<file path="src/rtl/extbus_xfer.sv">
// extbus_xfer: moves one 72-bit word between a four-port buffer X port and external memory.
// Latency: accept -> done in 3 cycles with a zero-wait memory, plus one cycle per memory wait state.
// Backpressure: cmd_ready is high only in IDLE; the memory side stalls in MREQ until mem_ack.
//
// Ports:
//   clk, reset                          clock and synchronous active-high reset
//   cmd_valid/cmd_ready                 command handshake (accepted when both are high)
//   cmd_write, cmd_slot, cmd_addr       1 = store (slot -> memory), 0 = load (memory -> slot)
//   done, err                           one-cycle completion pulse and coincident timeout flag
//   AX, ECX, WX, xdata_o, xdata_i       buffer X port (address, enable, write enable, data)
//   mem_req, mem_we, mem_addr,
//   mem_wdata, mem_rdata, mem_ack       external memory request/response
//
// Optional feature: define EXTBUS_XFER_TIMEOUT_EN to abort a memory request after
// 255 cycles without mem_ack (done and err then pulse together, nothing is written).
// Without it MREQ waits forever and err is tied low.

module extbus_xfer (
    input  logic        clk,
    input  logic        reset,
    input  logic        cmd_valid,
    output logic        cmd_ready,
    input  logic        cmd_write,
    input  logic [1:0]  cmd_slot,
    input  logic [19:0] cmd_addr,
    output logic        done,
    output logic        err,
    output logic [1:0]  AX,
    output logic        ECX,
    output logic        WX,
    output logic [71:0] xdata_o,
    input  logic [71:0] xdata_i,
    output logic        mem_req,
    output logic        mem_we,
    output logic [19:0] mem_addr,
    output logic [71:0] mem_wdata,
    input  logic [71:0] mem_rdata,
    input  logic        mem_ack
);

    typedef enum logic [2:0] {
        ST_IDLE = 3'd0,
        ST_XRD  = 3'd1,
        ST_MREQ = 3'd2,
        ST_XWR  = 3'd3,
        ST_DONE = 3'd4
    } state_t;

    state_t state;
    state_t state_nxt;

    // Command context latched on accept and held for the whole transfer.
    logic        wr_q;
    logic [1:0]  slot_q;
    logic [19:0] addr_q;

    // Single data register shared by both directions: buffer word on a store,
    // memory word on a load.
    logic [71:0] data_q;

    logic accept;
    logic tmo_hit;

    assign accept = cmd_valid && (state == ST_IDLE);

    //--------------------------------------------------------------------
    // Memory request timeout
    //--------------------------------------------------------------------
`ifdef EXTBUS_XFER_TIMEOUT_EN
    logic [7:0] tmo_cnt;
    logic       err_q;

    // Counter is held at zero outside MREQ, so it is always zero on MREQ entry.
    always_ff @(posedge clk) begin
        if (reset) begin
            tmo_cnt <= 8'd0;
        end else if (state != ST_MREQ) begin
            tmo_cnt <= 8'd0;
        end else if (!mem_ack) begin
            tmo_cnt <= tmo_cnt + 8'd1;
        end
    end

    // The 255th un-acked MREQ cycle is the one where the counter still reads 254;
    // the edge closing it brings the counter to 255 and leaves MREQ.
    assign tmo_hit = (state == ST_MREQ) && !mem_ack && (tmo_cnt == 8'd254);

    // A timeout always lands directly in DONE, so a registered copy of tmo_hit
    // is high exactly during that DONE cycle.
    always_ff @(posedge clk) begin
        if (reset) begin
            err_q <= 1'b0;
        end else begin
            err_q <= tmo_hit;
        end
    end

    assign err = err_q;
`else
    assign tmo_hit = 1'b0;
    assign err     = 1'b0;
`endif

    //--------------------------------------------------------------------
    // FSM: state register
    //--------------------------------------------------------------------
    always_ff @(posedge clk) begin
        if (reset) begin
            state <= ST_IDLE;
        end else begin
            state <= state_nxt;
        end
    end

    //--------------------------------------------------------------------
    // FSM: next-state logic
    //--------------------------------------------------------------------
    always_comb begin
        state_nxt = state;
        case (state)
            ST_IDLE: begin
                if (cmd_valid) begin
                    state_nxt = cmd_write ? ST_XRD : ST_MREQ;
                end
            end
            ST_XRD: begin
                state_nxt = ST_MREQ;
            end
            ST_MREQ: begin
                if (mem_ack) begin
                    state_nxt = wr_q ? ST_DONE : ST_XWR;
                end else if (tmo_hit) begin
                    state_nxt = ST_DONE;
                end
            end
            ST_XWR: begin
                state_nxt = ST_DONE;
            end
            ST_DONE: begin
                state_nxt = ST_IDLE;
            end
            default: begin
                state_nxt = ST_IDLE;
            end
        endcase
    end

    //--------------------------------------------------------------------
    // FSM: outputs
    //--------------------------------------------------------------------
    always_comb begin
        cmd_ready = 1'b0;
        ECX       = 1'b0;
        WX        = 1'b0;
        mem_req   = 1'b0;
        mem_we    = 1'b0;
        done      = 1'b0;
        case (state)
            ST_IDLE: begin
                cmd_ready = 1'b1;
            end
            ST_XRD: begin
                ECX = 1'b1;
            end
            ST_MREQ: begin
                mem_req = 1'b1;
                mem_we  = wr_q;
            end
            ST_XWR: begin
                ECX = 1'b1;
                WX  = 1'b1;
            end
            ST_DONE: begin
                done = 1'b1;
            end
            default: begin
                cmd_ready = 1'b0;
            end
        endcase
    end

    // Address and data buses are driven straight from the context registers,
    // which keeps them stable across the whole request without extra muxing.
    assign AX        = slot_q;
    assign xdata_o   = data_q;
    assign mem_addr  = addr_q;
    assign mem_wdata = data_q;

    //--------------------------------------------------------------------
    // Command context and data register
    //--------------------------------------------------------------------
    always_ff @(posedge clk) begin
        if (reset) begin
            wr_q   <= 1'b0;
            slot_q <= 2'd0;
            addr_q <= 20'd0;
        end else if (accept) begin
            wr_q   <= cmd_write;
            slot_q <= cmd_slot;
            addr_q <= cmd_addr;
        end
    end

    always_ff @(posedge clk) begin
        if (reset) begin
            data_q <= 72'd0;
        end else if (state == ST_XRD) begin
            data_q <= xdata_i;
        end else if ((state == ST_MREQ) && mem_ack && !wr_q) begin
            data_q <= mem_rdata;
        end
    end

    //--------------------------------------------------------------------
    // Protocol properties
    //--------------------------------------------------------------------
    a_no_overlap : assert property (@(posedge clk) disable iff (reset)
        !(mem_req && ECX));

    a_req_hold : assert property (@(posedge clk) disable iff (reset)
        (mem_req && !mem_ack && !tmo_hit) |=>
            (mem_req && $stable(mem_addr) && $stable(mem_we) && $stable(mem_wdata)));

    a_done_pulse : assert property (@(posedge clk) disable iff (reset)
        done |=> !done);

endmodule

</file>
<file path="config.mk">
export PLATFORM = sky130hd
export DESIGN_NAME = extbus_xfer
export DESIGN_NICKNAME = d
export VERILOG_FILES = /design/src/rtl/extbus_xfer.sv
export SDC_FILE = /design/constraint.sdc
export NUM_CORES = 1
export LEC_CHECK = 0
export CELL_PAD_IN_SITES_DETAIL_PLACEMENT = 0
export CELL_PAD_IN_SITES_GLOBAL_PLACEMENT = 1
export CORE_AREA = 5 5 130 162
export DETAILED_ROUTE_END_ITERATION = 10
export DIE_AREA = 0 0 135 167
export GPL_TIMING_DRIVEN = 0
export PLACE_DENSITY_LB_ADDON = 0.2
export SKIP_CTS_REPAIR_TIMING = 1
export SYNTH_ARGS = -nofsm -noshare
export SYNTH_HDL_FRONTEND = slang
export SYNTH_SLANG_ARGS = --single-unit
</file>
<file path="constraint.sdc">
create_clock -name clk -period 3.04 [get_ports clk]
set_input_delay 0.304 -clock clk [delete_from_list [all_inputs] [get_ports clk]]
set_output_delay 0.304 -clock clk [all_outputs]
set_load 0.02 [all_outputs]
</file>
# [Word-level counts from Yosys, hierarchy flattened]
# Index checks and enable logic that the tools add are counted.
[totals] regBits=98 latchBits=0 ramBits=0 mem_bits_ro=0 input_bits=171 output_inout_bits=173 word_cells=32 n_memories=0
[op_classes] addsub=0 mul=0 div_mod_pow=0 magnitude_cmp=0 eq_ne=6 shifts=0 mux=13 bitwise_logic=0 reduce_logical=8
[ops] cell="$mux 72" count=2
[ops] cell="$pmux 3 s4" count=1
[ops] cell="$mux 3" count=3
[ops] cell="$eq 3x2->1 const B" count=2
[ops] cell="$mux 1" count=6
[ops] cell="$ne 2x2->1 const B" count=2
[ops] cell="$eq 3x1->1 const B" count=1
[ops] cell="$eq 3x3->1 const B" count=1
[ops] cell="$logic_and 1x1->1" count=3
[ops] cell="$logic_not 3->1" count=1
[ops] cell="$mux 2" count=1
[ops] cell="$reduce_and 2->1" count=1
[ops] cell="$reduce_bool 2->1" count=1
[ops] cell="$reduce_or 2->1" count=1
[ops] cell="$logic_not 1->1" count=1

# [Longest topological paths before layout]
# Gate-level depths: netlist (run 1).
[logic_depth] ltp_word=5 mapped_depth=7 depth_no_buf=4

# [Worst setup path after synthesis (run 1)]
# Ideal clock, no wire load.
[synth_timing] path_type="reg-to-output" startpoint="register state[1]" endpoint="output mem_we" t_arrival_ns=1.298 t_required_ns=2.736 path_slack_ns=1.438 stages_incl_launch_ff=5 n_path_buf=1 cell_sequence="dfxtp_1 buf_2 or3b_1 clkinv_1 and2_1"
[synth_via] elab_chain_cells=2
[synth_rtl] item="start, declared" line_no="49" rtl="state_t state;"
[synth_rtl] item="start signal, assigned" line_no="111" rtl="state <= state_nxt;"
[synth_rtl] item="$eq 3x2->1" line_no="158" rtl="case (state)"
[synth_rtl] item="$mux 1" line_no="158"
[synth_rtl] item="end, declared" line_no="34" rtl="output logic mem_we,"
# Every way passes these cells.

# [Final worst setup path (run 1)]
# Same ends and word-level chain as after synthesis.

==> results.cfg, run 1 <==
[logic_synthesis]
yosys.area_share.adder_pct = 0
ys.warnings.count = 0
synth_nets = 702
synth_area_um2 = 5490
ys_types = 31
yosysTopAreaCell = dfxtp_1
ys_seq_elements = 98
synth.top_cell.area_share_pct = 35.73
post-synth-top-count-cell = dfxtp_1
synth-compound-area-share_pct = 22.72
synthXorXnorAreaFrac_pct = 0
synth_common_cells = dfxtp_1 (98), buf_4 (79), nor2_1 (74)
synth_top_family_by_area = compound AO/OA/AOI/OAI gates
synth_area_leaders = dfxtp_1 (36%), a221oi_2 (20%), mux2i_1 (13%)
synth_edf_count = 0
synth_mux_area_share_pct = 13.33
async_reset_ff_share_pct = 0
synth_area_per_cell_um2 = 10.34
yosys.area_share.simple_pct = 10.16
ys_seq_area_share_pct = 35.73
ys.flop_type = dfxtp_1
syn_inst = 531

[floorplan]
start_util_pct = 28.41
fp.dieArea_um2 = 22550
die_h_um = 167
num_rows = 57
core_area_um2 = 19330
die_w_um = 135
io_pins = 344

[timing]
setup_viol = 0
setup_tns_ns = 0
period_needed_ns = 2.481
fin_ws_ns = 0.5588
skew_ns = 0.003968
tightest_slew_ns = 0.7297
post-route-period-util_pct = 81.62
hold_viol_final = 0
rsz0062_at_grt = no
fmaxAchievable_ghz = 0.4030
finalMaxSlewViolations = 0
slew_headroom_pct = 51.35

[final_layout]
diodes = 0
area_growth_pct = 74.66
final_nets = 1054
final_core_util_pct = 49.61
seqCellArea_um2 = 1962
drive_gt1_share_pct = 22.97
filler_cell_count = 1812
multi_input_area_um2 = 2541
instances_no_fill = 1153

[worst_setup_path]
worstPathRequired_ns = 2.74
crit_slowest_cell = clkdlybuf4s50_1
path_delay_family = buffers and inverters
max_stage_delay_ns = 0.62
cp-start-kind = register
path_max_fanout = 10
crit_type = reg2out
critPathBufInv = 3
path_cells = buf_2 -> or3b_1 -> clkinv_1 -> and2_1 -> clkdlybuf4s50_1
cp-end-kind = output pin
crit_arrival_ns = 2.18

[placed_design]
place_hpwl_um = 17030
portBuffers = 341
dp_slack_ns = 0.8260
place_congestion = 0.7458
placed_cells = 1137

[detailed_routing]
route.met3.wl_um = 1452
vias = 5199
route.met2.wl_um = 11240
avgRoutedWirePerCell_um = 17.97
firstDrtPassIters = 6
wl_um = 20720
wl_met1_um = 7660
viasPerCell = 4.509
drcViolationCount = 0
drtAntennaViolNets = 0
dr.max_layer_used = met4
drt_iter0_drc = 104

[cts]
cts_made_buffers = 9
worstSkewPairLatency_ns = 0.35
cts.clk_slew.worst_paths_ns = 0.06
h-tree-depth = 3
ctsRootBufferMaster = clkbuf_16
cts_tree = done
ctsLongestPathBuffers = 2
cts.sinks = 98

[min_path]
hold_path.class = in2reg

[pwr]
power_density_nw_per_um2 = 599.3
max-vdd-ir-drop_v = 0.0002897
leakage_nw = 3.454
power_mw = 5.747

[outcome]
outcome = completed

[global_route]
grt_pass1_wl_um = 31640
antenna_found_initial = 0
grtUsageTotal_pct = 17.85
grt_pass1_vias = 5624
grt_overflow = 0
grt_max_degree = 16

[run]
maxCapViolCount = 0
==> worst register-to-register path, stage by stage (launching register included) <==
cell and delay [ns]:
dfxtp_1 0.33, buf_2 0.18, nand2b_1 0.16, a21oi_2 0.48, buf_2 0.41, a221oi_2 0.11
==> cell families after synthesis <==
group	Yosys count
simple gates	133
compound gates	102
buf+inv	124
other cells	1
flops	98
mux	73
==> report_power, final <==
| part | switching, mW | total [mW] | internal, mW |
|---|---|---|---|
| combinational | 1.28 | 2.72 | 1.43 |
| sequential | 0.187 | 1.68 | 1.50 |
| clock | 0.498 | 1.35 | 0.850 |
==> per-layer routing <==
metal / vias up / track usage (%)
met1: 2453 / 18.88
li1: 2535 / -
met5: - / 0
met2: 192 / 34.14
met4: 0 / 5.699
met3: 19 / 4.406
==> path summary, 6_finish.rpt <==
path / startpoint / endpoint / slack (ns) / cells after the start
min: reset / state[0] / 0.44 / 4
max reg2reg: state[1] / mem_wdata[56] / 1.23 / 5
min reg2reg: AX[1] / AX[1] / 0.45 / 2
max: state[1] / mem_we / 0.56 / 5
==> per-stage QoR <==
step,instance area (µm²),hold WS [ns]
after floorplan,5490,0.4224
after global placement,9235,0.4434
after detailed placement,9235,0.4492
final,9589,0.4404
after CTS,9589,0.4224
after global routing,9589,0.4773
==> layout by cell type (no fill, tap or decap), types with 2 or more instances in the layout <==
master           synthesis  routed
a21oi_1                 23      23
buf_2                   16      16
and2_1                   2       2
clkbuf_8                 0       2
clkbuf_1                10      11
o21ai_0                  2       2
nor2_1                  74      74
dfxtp_1                 98      98
a221oi_2                72      72
clkbuf_16                0       9
buf_6                   10      10
clkdlybuf4s50_1          0     341
nand2_1                 46      46
buf_12                   8       8
nand2b_1                 2       2
bufinv_16                0       3
mux2i_1                 72      72
buf_4                   79      79
==> final cells by class <==
class / instances / share of cell area (%)
Buffer: 123 / 10.26
Clock buffer: 12 / 2.675
Clock inverter: 4 / 1.018
Inverter: 1 / 0.03914
Multi-Input combinational cell: 309 / 26.50
Sequential cell: 98 / 20.46
Tap cell: 265 / 3.458
Timing Repair Buffer: 341 / 35.59
==> flip-flops by register name, indices dropped and copies added (netlist names) <==
signal / cells
mem_wdata: 72
mem_addr: 20
state: 3
AX: 2
wr_q: 1
Note: power is estimated with default switching activity, not from simulation.
==> run 2: changes to the inputs <==
CORE_AREA = 5 5 142 178   (was 5 5 130 162)
DIE_AREA = 0 0 147 183   (was 0 0 135 167)
clock period = 2.05 ns   (was 3.04 ns; I/O delays follow)
==> results.cfg, run 2 (synthesized netlist as in run 1, its figures left out) <==
[worst_setup_path]
cp-start-kind = register
worstPathRequired_ns = 1.85
crit_type = reg2out
path_max_fanout = 10
crit_arrival_ns = 1.71
cp-end-kind = output pin

[detailed_routing]
avgRoutedWirePerCell_um = 17.86
drcViolationCount = 0
drt_iter0_drc = 153
wl_um = 21070
vias = 5100
drtAntennaViolNets = 0
viasPerCell = 4.322
firstDrtPassIters = 6

[timing]
setup_tns_ns = 0
setup_viol = 0
fmaxAchievable_ghz = 0.5232
tightest_slew_ns = 0.7906
rsz0062_at_grt = no
skew_ns = 0.008392
post-route-period-util_pct = 93.24
slew_headroom_pct = 47.29
finalMaxSlewViolations = 0
period_needed_ns = 1.911
hold_viol_final = 0

[floorplan]
num_rows = 63
die_h_um = 183
io_pins = 344
core_area_um2 = 23410
fp.dieArea_um2 = 26900
start_util_pct = 23.45
die_w_um = 147

[placed_design]
portBuffers = 341
placed_area_um2 = 9269
place_hpwl_um = 16690
place_congestion = 0.7301

[global_route]
grt_pass1_wl_um = 31940
antenna_found_initial = 0
grt_overflow = 0
grt_max_degree = 17
grtUsageTotal_pct = 15.10
grt_pass1_vias = 5273

[pwr]
power_mw = 8.170
leakage_nw = 3.479
power_density_nw_per_um2 = 854.2
max-vdd-ir-drop_v = 0.0003810

[final_layout]
drive_gt1_share_pct = 23.09
layout_common_cells = clkdlybuf4s50_1 (336), dfxtp_1 (98), buf_4 (80)
largest_reg_flops = 72
area_growth_pct = 74.23
multi_input_area_um2 = 2549
layout_commonest_cell = clkdlybuf4s50_1
filler_cell_count = 2431
final_nets = 1054
diodes = 0
fin_area_um2 = 9565
seqCellArea_um2 = 1962

[cts]
cts.clk_slew.worst_paths_ns = 0.07
ctsLongestPathBuffers = 2
worstSkewPairLatency_ns = 0.35
cts.sinks = 98
ctsRootBufferMaster = clkbuf_16
cts_tree = done
h-tree-depth = 3
cts_made_buffers = 9

[outcome]
outcome = completed

[min_path]
hold_path.class = in2reg

[run]
maxCapViolCount = 0
==> run 2: changes by cell type in the layout (fill, tap and decap cells not counted), sizes merged <==
cell | previous run | this run
inv | 0 | 1
dlymetal6s2s | 0 | 4
bufinv | 3 | 0
clkdlybuf4s50 | 341 | 336
clkinv | 1 | 4
==> run 2: final cells by class <==
class,instances,share of cell area [%]
Multi-Input combinational cell,309,26.64
Clock inverter,5,0.4055
Sequential cell,98,20.51
Inverter,1,0.03924
Clock buffer,11,2.538
Tap cell,292,3.819
Timing Repair Buffer,341,35.74
Buffer,123,10.31
==> run 2: worst max-delay path: stages (launching register included) <==
cell	delay (ns)
dfxtp_1	0.36
buf_4	0.18
or3b_1	0.40
clkinv_1	0.07
and2_1	0.16
clkbuf_2	0.18
==> run 2: routing by layer <==
| layer | GRT usage (%) | vias up | routed length [µm] |
|---|---|---|---|
| met5 | 0 | - | 0 |
| met4 | 4.066 | 0 | 247 |
| met3 | 4.399 | 15 | 1597 |
| met2 | 26.81 | 218 | 10440 |
| met1 | 17.81 | 2333 | 8786 |
| li1 | - | 2534 | - |
==> run 2: metrics by stage <==
step / util (%) / worst slack (ns) / hold slack, ns / std cells
2_1_floorplan: - / 0.5389 / 0.3234 / 531
3_3_place_gp: 39.59 / -0.1530 / 0.4416 / 1164
3_5_place_dp: 39.59 / -0.1635 / 0.4506 / 1164
4_1_cts: 40.79 / -0.3686 / 0.3327 / 1180
5_1_grt: 40.86 / 0.02675 / 0.3666 / 1180
6_report: 40.86 / 0.1387 / 0.3284 / 1180
==> run 2: worst paths after layout <==
path	startpoint	to	slack (ns)	cells after the start
worst max-delay path	state[1]	mem_we	0.14	5
worst min-delay path	reset	state[0]	0.33	4
worst min register to register	mem_addr[15]	mem_addr[15]	0.46	2
worst max register to register	state[1]	mem_wdata[58]	0.32	5
==> run 2: power breakdown <==
part	total [mW]	switching, mW	internal, mW
Sequential	2.49	0.271	2.22
Clock	1.66	0.791	0.865
Combinational	4.03	1.90	2.12
==> run 3: changes to the inputs <==
ABC_CLOCK_PERIOD_IN_PS = 2050   (was unset)
CTS_CLUSTER_DIAMETER = 80   (was unset)
TNS_END_PERCENT = 50   (was unset)
==> results of run 3 <==
The final DEF is identical to that of run 2; final timing and power are the same.
